--- src/rtl/instr_fetch_sequencer.sv ---
// ---------------------------------------------------------------------------
// instr_fetch_sequencer
//
// Owns the program counter of the multi-cycle core. Each instruction runs
// through one pass of IDLE -> REQ -> WAIT -> ISSUE -> EXEC: the PC is sent to
// instruction memory over a valid/ready request channel, the returned word is
// captured and offered to decode together with its address, and the sequencer
// then waits for the branch unit to report the next PC before starting again.
// A misaligned next PC parks the sequencer in FAULT until reset.
//
// Ports
//   clk, reset        rising-edge clock, asynchronous active-high reset
//   fetch_enable      permits a new fetch to start (sampled in IDLE only)
//   imem_req_*        fetch request channel (valid/ready, addr = current PC)
//   imem_resp_*       single-cycle response pulse carrying the fetched word
//   instr_valid/ready decode handshake; instr/instr_addr held until accepted
//   next_pc_valid/pc  branch unit result, consumed in EXEC only
//   misaligned_err    sticky flag, set when next_pc[1:0] != 0 was received
//   retired_count     number of instructions completed since reset (wraps)
// ---------------------------------------------------------------------------
module instr_fetch_sequencer #(
  parameter int                ADDR_W   = 32,
  parameter logic [ADDR_W-1:0] RESET_PC = {ADDR_W{1'b0}}
) (
  input  logic              clk,
  input  logic              reset,
  input  logic              fetch_enable,
  output logic              imem_req_valid,
  input  logic              imem_req_ready,
  output logic [ADDR_W-1:0] imem_req_addr,
  input  logic              imem_resp_valid,
  input  logic [31:0]       imem_resp_data,
  output logic              instr_valid,
  input  logic              instr_ready,
  output logic [31:0]       instr,
  output logic [ADDR_W-1:0] instr_addr,
  input  logic              next_pc_valid,
  input  logic [ADDR_W-1:0] next_pc,
  output logic              misaligned_err,
  output logic [31:0]       retired_count
);

  typedef enum logic [2:0] {
    IDLE  = 3'd0,
    REQ   = 3'd1,
    WAIT  = 3'd2,
    ISSUE = 3'd3,
    EXEC  = 3'd4,
    FAULT = 3'd5
  } state_t;

  state_t              state_r;
  state_t              next_state_s;
  logic [ADDR_W-1:0]   pc_r;
  logic [31:0]         instr_r;
  logic [ADDR_W-1:0]   instr_addr_r;
  logic                misaligned_err_r;
  logic [31:0]         retired_count_r;

  logic                capture_s;  // response accepted in WAIT
  logic                retire_s;   // aligned next PC accepted in EXEC
  logic                fault_s;    // misaligned next PC accepted in EXEC

  // Next-state and per-cycle action decode.
  always_comb begin
    next_state_s = state_r;
    capture_s    = 1'b0;
    retire_s     = 1'b0;
    fault_s      = 1'b0;
    case (state_r)
      IDLE: begin
        if (fetch_enable) begin
          next_state_s = REQ;
        end else begin
          next_state_s = IDLE;
        end
      end
      REQ: begin
        // imem_req_valid is implied by being in REQ.
        if (imem_req_ready) begin
          next_state_s = WAIT;
        end else begin
          next_state_s = REQ;
        end
      end
      WAIT: begin
        // Only WAIT looks at the response, so a stray pulse during REQ or
        // the acceptance cycle is never captured.
        if (imem_resp_valid) begin
          capture_s    = 1'b1;
          next_state_s = ISSUE;
        end else begin
          next_state_s = WAIT;
        end
      end
      ISSUE: begin
        if (instr_ready) begin
          next_state_s = EXEC;
        end else begin
          next_state_s = ISSUE;
        end
      end
      EXEC: begin
        if (next_pc_valid) begin
          if (next_pc[1:0] == 2'b00) begin
            retire_s     = 1'b1;
            next_state_s = IDLE;
          end else begin
            fault_s      = 1'b1;
            next_state_s = FAULT;
          end
        end else begin
          next_state_s = EXEC;
        end
      end
      FAULT: begin
        next_state_s = FAULT;
      end
      default: begin
        next_state_s = IDLE;
      end
    endcase
  end

  // State register.
  always_ff @(posedge clk or posedge reset) begin
    if (reset) begin
      state_r <= IDLE;
    end else begin
      state_r <= next_state_s;
    end
  end

  // Program counter: only an aligned branch-unit result moves it.
  always_ff @(posedge clk or posedge reset) begin
    if (reset) begin
      pc_r <= RESET_PC;
    end else if (retire_s) begin
      pc_r <= next_pc;
    end else begin
      pc_r <= pc_r;
    end
  end

  // Held instruction word and its address, loaded when the response lands.
  always_ff @(posedge clk or posedge reset) begin
    if (reset) begin
      instr_r      <= 32'h0000_0000;
      instr_addr_r <= RESET_PC;
    end else if (capture_s) begin
      instr_r      <= imem_resp_data;
      instr_addr_r <= pc_r;
    end else begin
      instr_r      <= instr_r;
      instr_addr_r <= instr_addr_r;
    end
  end

  // Sticky misalignment flag.
  always_ff @(posedge clk or posedge reset) begin
    if (reset) begin
      misaligned_err_r <= 1'b0;
    end else if (fault_s) begin
      misaligned_err_r <= 1'b1;
    end else begin
      misaligned_err_r <= misaligned_err_r;
    end
  end

  // Retired-instruction counter; wraps naturally at 2^32.
  always_ff @(posedge clk or posedge reset) begin
    if (reset) begin
      retired_count_r <= 32'h0000_0000;
    end else if (retire_s) begin
      retired_count_r <= retired_count_r + 32'd1;
    end else begin
      retired_count_r <= retired_count_r;
    end
  end

  // Request and decode valids depend only on state, keeping inputs off
  // every output path; the address comes straight from the PC register.
  assign imem_req_valid = (state_r == REQ);
  assign imem_req_addr  = pc_r;
  assign instr_valid    = (state_r == ISSUE);
  assign instr          = instr_r;
  assign instr_addr     = instr_addr_r;
  assign misaligned_err = misaligned_err_r;
  assign retired_count  = retired_count_r;

endmodule

--- config.mk ---
export PLATFORM = sky130hd
export DESIGN_NAME = instr_fetch_sequencer
export DESIGN_NICKNAME = d
export VERILOG_FILES = /design/src/rtl/instr_fetch_sequencer.sv
export SDC_FILE = /design/constraint.sdc
export NUM_CORES = 1
export LEC_CHECK = 0
export BUFFER_PORTS_ARGS = -buffer_cell sky130_fd_sc_hd__clkbuf_2
export CAP_MARGIN = 30
export CORE_ASPECT_RATIO = 1.75
export CORE_MARGIN = 2
export CORE_UTILIZATION = 48
export DETAILED_ROUTE_END_ITERATION = 10
export PLACE_DENSITY = 0.78
export RECOVER_POWER = 50
export SYNTH_ARGS = -nofsm -noshare
export SYNTH_HDL_FRONTEND = slang
export SYNTH_SLANG_ARGS = --single-unit
--- constraint.sdc ---
create_clock -name clk -period 6.3 [get_ports clk]
set_input_delay 1.26 -clock clk [delete_from_list [all_inputs] [get_ports clk]]
set_output_delay 1.26 -clock clk [all_outputs]
set_load 0.03 [all_outputs]
Word-level counts from Yosys, hierarchy flattened. Cells that the tools add are included.

Add/sub/neg operators: 1. Equality and inequality tests: 5. Mux-type cells: 15. Reductions and logical operators: 2.

Operators with widths (count): 32-bit by 1-bit adder with 32-bit output (second input constant) (1); 3-bit one-hot mux with 6 select lines (1); 1-bit two-way mux (10); 3-bit two-way mux (3); 3-bit by 2-bit equality test with 1-bit output (second input constant) (2); 3-bit equality test (second input constant) (2); 3-bit by 1-bit equality test with 1-bit output (second input constant) (1); 3-bit zero test (1); 2-bit zero test (1); 2-bit two-way mux (1).

Register bits: 132. Input bits: 71. Output and inout bits: 131. Logic and storage cells: 29.

Longest topological paths before layout. Gate-level depths: netlist of run 1.

Depth after elaboration: 4. Mapped depth: 6. Mapped depth without buffers: 4.

Least setup slack after synthesis of run 1. Ideal clock, no wire load.

Path kind: register to output. Start point: register state_r[0]. End point: output instr_valid. Arrival time: 1.380 ns. Data required time: 5.040 ns. Path slack: 3.660 ns. Stages on the path, launching flop included: 3. Path buffers: 1. Cells stage by stage: dfrtp_1 buf_2 nor3b_1.

Word-level cells in the longest chain between the ends: 1.

RTL lines: start, declared (RTL line 52) `state_t state_r;`; start signal, assigned (RTL line 130) `state_r <= next_state_s;`; 3-bit by 2-bit equality test with 1-bit output (RTL line 185) `assign instr_valid = (state_r == ISSUE);`; end, declared (RTL line 33) `output logic instr_valid,`.

Every way passes these cells.

Worst setup path after layout of run 1.
Start point: input next_pc[0]. End point: register retired_count_r[19] (netlist: retired_count[19]).

Word-level cells in the longest chain between the ends: 4.

RTL lines: start, declared (RTL line 38) `input logic [ADDR_W-1:0] next_pc,`; 2-bit zero test (RTL line 105) `if (next_pc[1:0] == 2'b00) begin`; 1-bit two-way mux (RTL line 105); 1-bit two-way mux (RTL line 104) `if (next_pc_valid) begin`; 1-bit two-way mux (RTL line 70) `case (state_r)`; end signal, assigned (RTL line 175) `retired_count_r <= retired_count_r + 32'd1;`; end signal, assigned (RTL line 177) `retired_count_r <= retired_count_r;`; end, declared (RTL line 58) `logic [31:0] retired_count_r;`.

Every way passes these cells. A chain may end at the register's enable or synchronous reset.

==> results of run 1 <==
synth_stat cells, drive strengths merged, types with 4 or more instances:
| master | instances | share of area, % |
|---|---|---|
| and2 | 6 | 0.70 |
| and3 | 4 | 0.47 |
| and4 | 4 | 0.65 |
| buf | 15 | 2.1 |
| dfrtp | 132 | 61 |
| inv | 5 | 0.35 |
| mux2 | 64 | 13 |
| nand2 | 100 | 7.0 |
| nand3 | 10 | 0.93 |
| nand4 | 14 | 2.0 |
| nor3b | 4 | 0.56 |
| nor4 | 11 | 1.8 |
| xnor2 | 20 | 3.3 |
| xor2 | 11 | 1.8 |
registers in the layout (all words and copies together), names as in the netlist:
signal	cells
instr_addr	32
retired_count	32
instr	32
imem_req_addr	32
state_r	3
misaligned_err	1
power by group through the flow:
stage	clock network, mW	registers [mW]	logic (mW)
after detailed placement	0	1.31	1.29
final	0.999	1.30	1.21
after CTS	1.02	1.30	1.29
after floorplan	0	1.78	0.430
after global routing	1.06	1.33	1.29
after global placement	0	1.29	1.25
kinds of logic after synthesis:
family,synth area share (%)
and+or+nand+nor,16.2
DFF,61.4
muxes,13.6
xor gates and xnor gates,5.05
buffers and inverters,2.65
AOI/OAI and AO/OA,0.884
adders and majority gates,0.233
metrics by stage:
step	utilization, %	instance area (µm²)	total power [mW]	cells
finish	62.9	6940	3.51	777
CTS	64.2	7090	3.61	776
detailed placement	58.7	6480	2.60	744
floorplan	-	5380	2.22	425
global placement	58.5	6460	2.55	743
global route	62.9	6940	3.68	777
final cells by class:
cell class / instances / area share [%]
Sequential cell: 132 / 47.6
Multi-Input combinational cell: 270 / 27.2
Timing Repair Buffer: 206 / 13.9
Clock buffer: 17 / 6.13
Clock inverter: 15 / 2.61
Tap cell: 132 / 2.38
Inverter: 5 / 0.288
critical path, delay by kind of cell:
| kind | cells | cell delay (ns) |
|---|---|---|
| and+or+nand+nor | 3 | 1.65 |
| buffers and inverters | 1 | 0.13 |
| xor gates and xnor gates | 1 | 0.19 |
placed cells by master, fill, tap and decap left out, types with 3 or more instances in the layout:
cell and instances:
and4_1 4, clkbuf_16 17, xnor2_1 20, nand4_1 14, a21oi_1 3, and2_1 5
dfrtp_1 132, mux2_2 59, mux2_1 5, nor2_1 3, bufinv_16 3, nor4_1 10
xor2_1 11, nand2_1 100, clkbuf_2 126, nor3b_1 4, inv_1 3, nand3_1 10
clkinv_2 3, nor3_1 3, clkinv_4 5, clkbuf_1 77, and3_1 4
final timing paths:
path | startpoint | end | slack [ns] | cells past startpoint
max reg2reg | state_r[0] | retired_count[19] | 3.69 | 4
min | retired_count[31] | retired_count[31] | 0.46 | 1
min reg2reg | retired_count[31] | retired_count[31] | 0.46 | 1
min in group asynchronous | reset | instr[20] | 1.16 | 2
max in group asynchronous | reset | imem_req_addr[11] | 3.68 | 4
max | next_pc[0] | retired_count[19] | 3.36 | 5
metal layers:
| metal | vias up | global-route usage, % | wire, µm |
|---|---|---|---|
| met1 | 1945 | 23.4 | 4560 |
| met2 | 150 | 35.1 | 6720 |
| li1 | 1861 | - | - |
| met5 | - | 0 | 0 |
| met3 | 29 | 4.97 | 664 |
| met4 | 0 | 11.0 | 383 |
==> results.sh, run 1 <==
export IMPL_cts_sinks=132
export IMPL_boundaryPins=202
export IMPL_synth_async_sr_flop_share_pct=100
export IMPL_drv_cap=1
export IMPL_postCtsSetupRepairBufs=0
export IMPL_cts_buffers=17
export IMPL_num_rows=51
export IMPL_cts_buffer_depth=2
export IMPL_ys_flop_type="dfrtp_1"
export IMPL_required_ns=6.60
export IMPL_cpPeakStageDelay_ns=1.14
export IMPL_synth_cell_types=38
export IMPL_start_kind="input pin"
export IMPL_cpMaxStageDelayCell="nor4_1"
export IMPL_relSlewSlack_pct=1.91
export IMPL_violations="max-capacitance violations"
export IMPL_pwr_share_seq_pct=36.9
export IMPL_grt_overflow_total=0
export IMPL_syn_nets=497
export IMPL_switching_share_pct=39.5
export IMPL_setup_violations=0
export IMPL_setup_slack_ns=3.36
export IMPL_min_period_ns=2.94
export IMPL_post_cts_resized=0
export IMPL_status="finished with violations"
export IMPL_wl_per_cell_um=15.9
export IMPL_nets=704
export IMPL_dp_hpwl_mm=8.85
export IMPL_yosysSeqAreaShare_pct=61.4
export IMPL_cts_root_buf="clkbuf_16"
export IMPL_clock_power_share_pct=28.5
export IMPL_synthesis_instances=425
export IMPL_whs_ns=0.462
export IMPL_rsz0062_at_grt="false"
export IMPL_drc=0
export IMPL_synth_edf_count=0
export IMPL_synth_seq_cells=132
export IMPL_p_leak_nw=3.52
export IMPL_path_cells="clkbuf_1 -> nand4bb_1 -> nor4_1 -> nand4_1 -> xnor2_1"
export IMPL_preCtsSetupSlack_ns=3.48
export IMPL_worst_pin_slew_ns=1.46
export IMPL_htreeDepth=4
export IMPL_wl_mm=12.3
export IMPL_clk_latency_ns=0.41
export IMPL_syn_avg_cell_area_um2=12.7
export IMPL_cp_arrival_ns=3.23
export IMPL_clock_fmax_mhz=341
export IMPL_io_buffers=201
export IMPL_cts_tree="yes"
export IMPL_ir_worst_vdd_v=0.000330
export IMPL_intPower_mw=2.12
export IMPL_grt_pass1_wl_mm=19.2
export IMPL_diodes=0
export IMPL_die_w_um=84.0
export IMPL_ys_warn_count=0
export IMPL_multi_input_area_um2=1890
export IMPL_antenna_found_initial=0
export IMPL_power_switching_mw=1.39
export IMPL_hold_viol=0
export IMPL_tns_ns=0
export IMPL_cellPowerDensity_nw_per_um2=505
export IMPL_hold_class="register to register"
export IMPL_grt_pass1_vias=3901
export IMPL_die_h_um=144
export IMPL_post_route_period_util_pct=46.6
export IMPL_seqCellArea_um2=3300
export IMPL_crit_type="input pin to register"
export IMPL_grt_total_usage_pct=20.4
export IMPL_fillers=914
export IMPL_synth_area_um2=5380
export IMPL_cts_hold_buffers=0
export IMPL_place_gp_congestion=0.749
export IMPL_dieArea_um2=12100
export IMPL_synthToLayoutAreaGrowth_pct=29.1
export IMPL_p_comb_share_pct=34.6
export IMPL_drtPass1Iterations=4
export IMPL_clkSlewWorstSetupHoldPaths_ns=0.06
export IMPL_vias_per_cell=5.13
export IMPL_vias=3985
export IMPL_critPathMaxFanout=10
export IMPL_antenna_left=0
export IMPL_cp_end_kind="register"
export IMPL_final_max_slew_viol_count=0
export IMPL_drive_above_1_share_pct=34.9
export IMPL_grt_max_degree=82
export IMPL_core_um2=11000
export IMPL_start_util_pct=48.7
export IMPL_first_iter_violations=156
export IMPL_skew_ns=0.00466
Note: power is estimated with default switching activity, not from simulation.
==> run 2, diff against run 1 <==
--- a/config.mk
+++ b/config.mk
@@ -9,9 +9,9 @@
 export CAP_MARGIN = 30
 export CORE_ASPECT_RATIO = 1.75
 export CORE_MARGIN = 2
-export CORE_UTILIZATION = 48
+export CORE_UTILIZATION = 44
 export DETAILED_ROUTE_END_ITERATION = 10
-export PLACE_DENSITY = 0.78
+export PLACE_DENSITY = 0.76
 export RECOVER_POWER = 50
 export SYNTH_ARGS = -nofsm -noshare
 export SYNTH_HDL_FRONTEND = slang
==> constraint.sdc (replaced) <==
create_clock -name clk -period 2.66 [get_ports clk]
set_input_delay 0.532 -clock clk [delete_from_list [all_inputs] [get_ports clk]]
set_output_delay 0.532 -clock clk [all_outputs]
set_load 0.03 [all_outputs]
==> run 2 against run 1 <==
  * The run now ends clean
  * Critical path type is now register to output pin
  * Clock skew grew 0.0016 ns
  * Wire length decreased by 0.37%
  * Core utilization is 4.3 points lower
  * Final cell count is 4.4% higher
  * Via count grew 0.83%
  * Non-clock buffer count rose by 1
==> results.sh, run 2 (synthesized netlist as in run 1, its figures left out) <==
export IMPL_status="completed"
export IMPL_wl_mm=12.3
export IMPL_p_leak_nw=3.61
export IMPL_clkSlewWorstSetupHoldPaths_ns=0.06
export IMPL_drive_above_1_share_pct=37.9
export IMPL_cts_sinks=132
export IMPL_postCtsSetupRepairBufs=0
export IMPL_die_w_um=87.6
export IMPL_cpPeakStageDelay_ns=0.56
export IMPL_reg2reg_setup_slack_ns=0.67
export IMPL_start_kind="register"
export IMPL_grt_pass1_wl_mm=19.5
export IMPL_cts_buffer_depth=2
export IMPL_cellPowerDensity_nw_per_um2=1160
export IMPL_layout_common_cells="140 x clkbuf_2, 132 x dfrtp_1, 100 x nand2_1"
export IMPL_nets=705
export IMPL_drv_cap=0
export IMPL_required_ns=2.13
export IMPL_post_route_period_util_pct=77.9
export IMPL_vias=4018
export IMPL_final_area_um2=7040
export IMPL_fillers=1022
export IMPL_synthToLayoutAreaGrowth_pct=30.8
export IMPL_start_util_pct=44.8
export IMPL_drtPass1Iterations=6
export IMPL_cpMaxStageDelayCell="dfrtp_1"
export IMPL_core_um2=12000
export IMPL_antenna_left=0
export IMPL_hold_viol=0
export IMPL_regToRegStartpoint="state_r[1]"
export IMPL_critPathMaxFanout=12
export IMPL_cts_root_buf="clkbuf_16"
export IMPL_die_h_um=150
export IMPL_post_cts_resized=0
export IMPL_relSlewSlack_pct=20.6
export IMPL_htreeDepth=4
export IMPL_cts_hold_buffers=0
export IMPL_num_rows=53
export IMPL_ff2ff_path_depth=4
export IMPL_tns_ns=0
export IMPL_antenna_found_initial=0
export IMPL_boundaryPins=202
export IMPL_grt_overflow_total=0
export IMPL_place_gp_congestion=0.820
export IMPL_crit_type="register to output pin"
export IMPL_dieArea_um2=13200
export IMPL_grt_pass1_vias=4094
export IMPL_hold_class="input pin to register"
export IMPL_first_iter_violations=140
export IMPL_grt_max_degree=56
export IMPL_worst_pin_slew_ns=1.18
export IMPL_seqCellArea_um2=3300
export IMPL_multi_input_area_um2=1940
export IMPL_endpoint="instr_valid"
export IMPL_cts_buffers=17
export IMPL_rsz0062_at_grt="false"
export IMPL_placed_area_um2=6550
export IMPL_cp_end_kind="output pin"
export IMPL_grt_total_usage_pct=19.0
export IMPL_clock_fmax_mhz=482
export IMPL_clk_latency_ns=0.40
export IMPL_path_cells="nor3b_1 -> clkbuf_2"
export IMPL_io_buffers=201
export IMPL_ir_worst_vdd_v=0.000681
export IMPL_crit_start="state_r[0]"
export IMPL_vias_per_cell=4.95
export IMPL_final_max_slew_viol_count=0
export IMPL_cp_arrival_ns=1.54
export IMPL_final_common_cell="clkbuf_2"
export IMPL_wl_per_cell_um=15.1
export IMPL_cts_tree="yes"
export IMPL_min_period_ns=2.07
export IMPL_skew_ns=0.00623
export IMPL_whs_ns=0.320
export IMPL_dp_hpwl_mm=9.21
export IMPL_drc=0
export IMPL_diodes=0
export IMPL_setup_violations=0
export IMPL_r2r_end="instr[6]"
run 2: final cells by class:
class,count,share of cell area [%]
clock buffer,19,6.30
inverter,5,0.285
sequential,132,47.0
multi-input combinational,270,27.5
timing repair buffer,207,14.2
tap,165,2.93
clock inverter,13,1.78
run 2: where the power goes:
part / switching [mW] / internal (mW) / total (mW) / leakage [nW]
registers: 0.434 / 2.65 / 3.08 / 1.74
clock network: 0.865 / 1.32 / 2.19 / 0.274
logic: 1.97 / 0.931 / 2.90 / 1.59
run 2: worst min path at each step:
stage	slack (ns)	cells after the start	to	startpoint
detailed placement	0.46	1	retired_count[31]	retired_count[31]
floorplan	0.56	2	state_r[1]	state_r[1]
global placement	0.45	1	misaligned_err	misaligned_err
global route	0.30	3	imem_req_addr[20]	next_pc[20]
finish	0.32	3	imem_req_addr[8]	next_pc[8]
CTS	0.18	2	retired_count[25]	reset
run 2: through the flow:
| step | setup slack (ns) | total power, mW | std cells | utilization (%) |
|---|---|---|---|---|
| floorplan | 0.491 | 5.25 | 425 | - |
| global placement | 0.766 | 6.06 | 779 | 54.5 |
| detailed placement | 0.677 | 6.17 | 779 | 54.5 |
| CTS | 0.561 | 8.39 | 811 | 59.3 |
| global route | 0.445 | 8.62 | 811 | 58.6 |
| finish | 0.587 | 8.17 | 811 | 58.6 |
run 2: critical path: cells and delay by family (launching register included):
kind / cells / cell delay (ns)
buf+inv: 1 / 0.27
flops: 1 / 0.56
simple gates: 1 / 0.32
run 2: metal layers:
metal | track usage (%) | up-vias | wire [µm]
li1 | - | 1872 | -
met1 | 21.0 | 1992 | 4460
met2 | 33.9 | 132 | 6970
met3 | 4.11 | 22 | 538
met4 | 9.08 | 0 | 309
met5 | 0 | - | 0
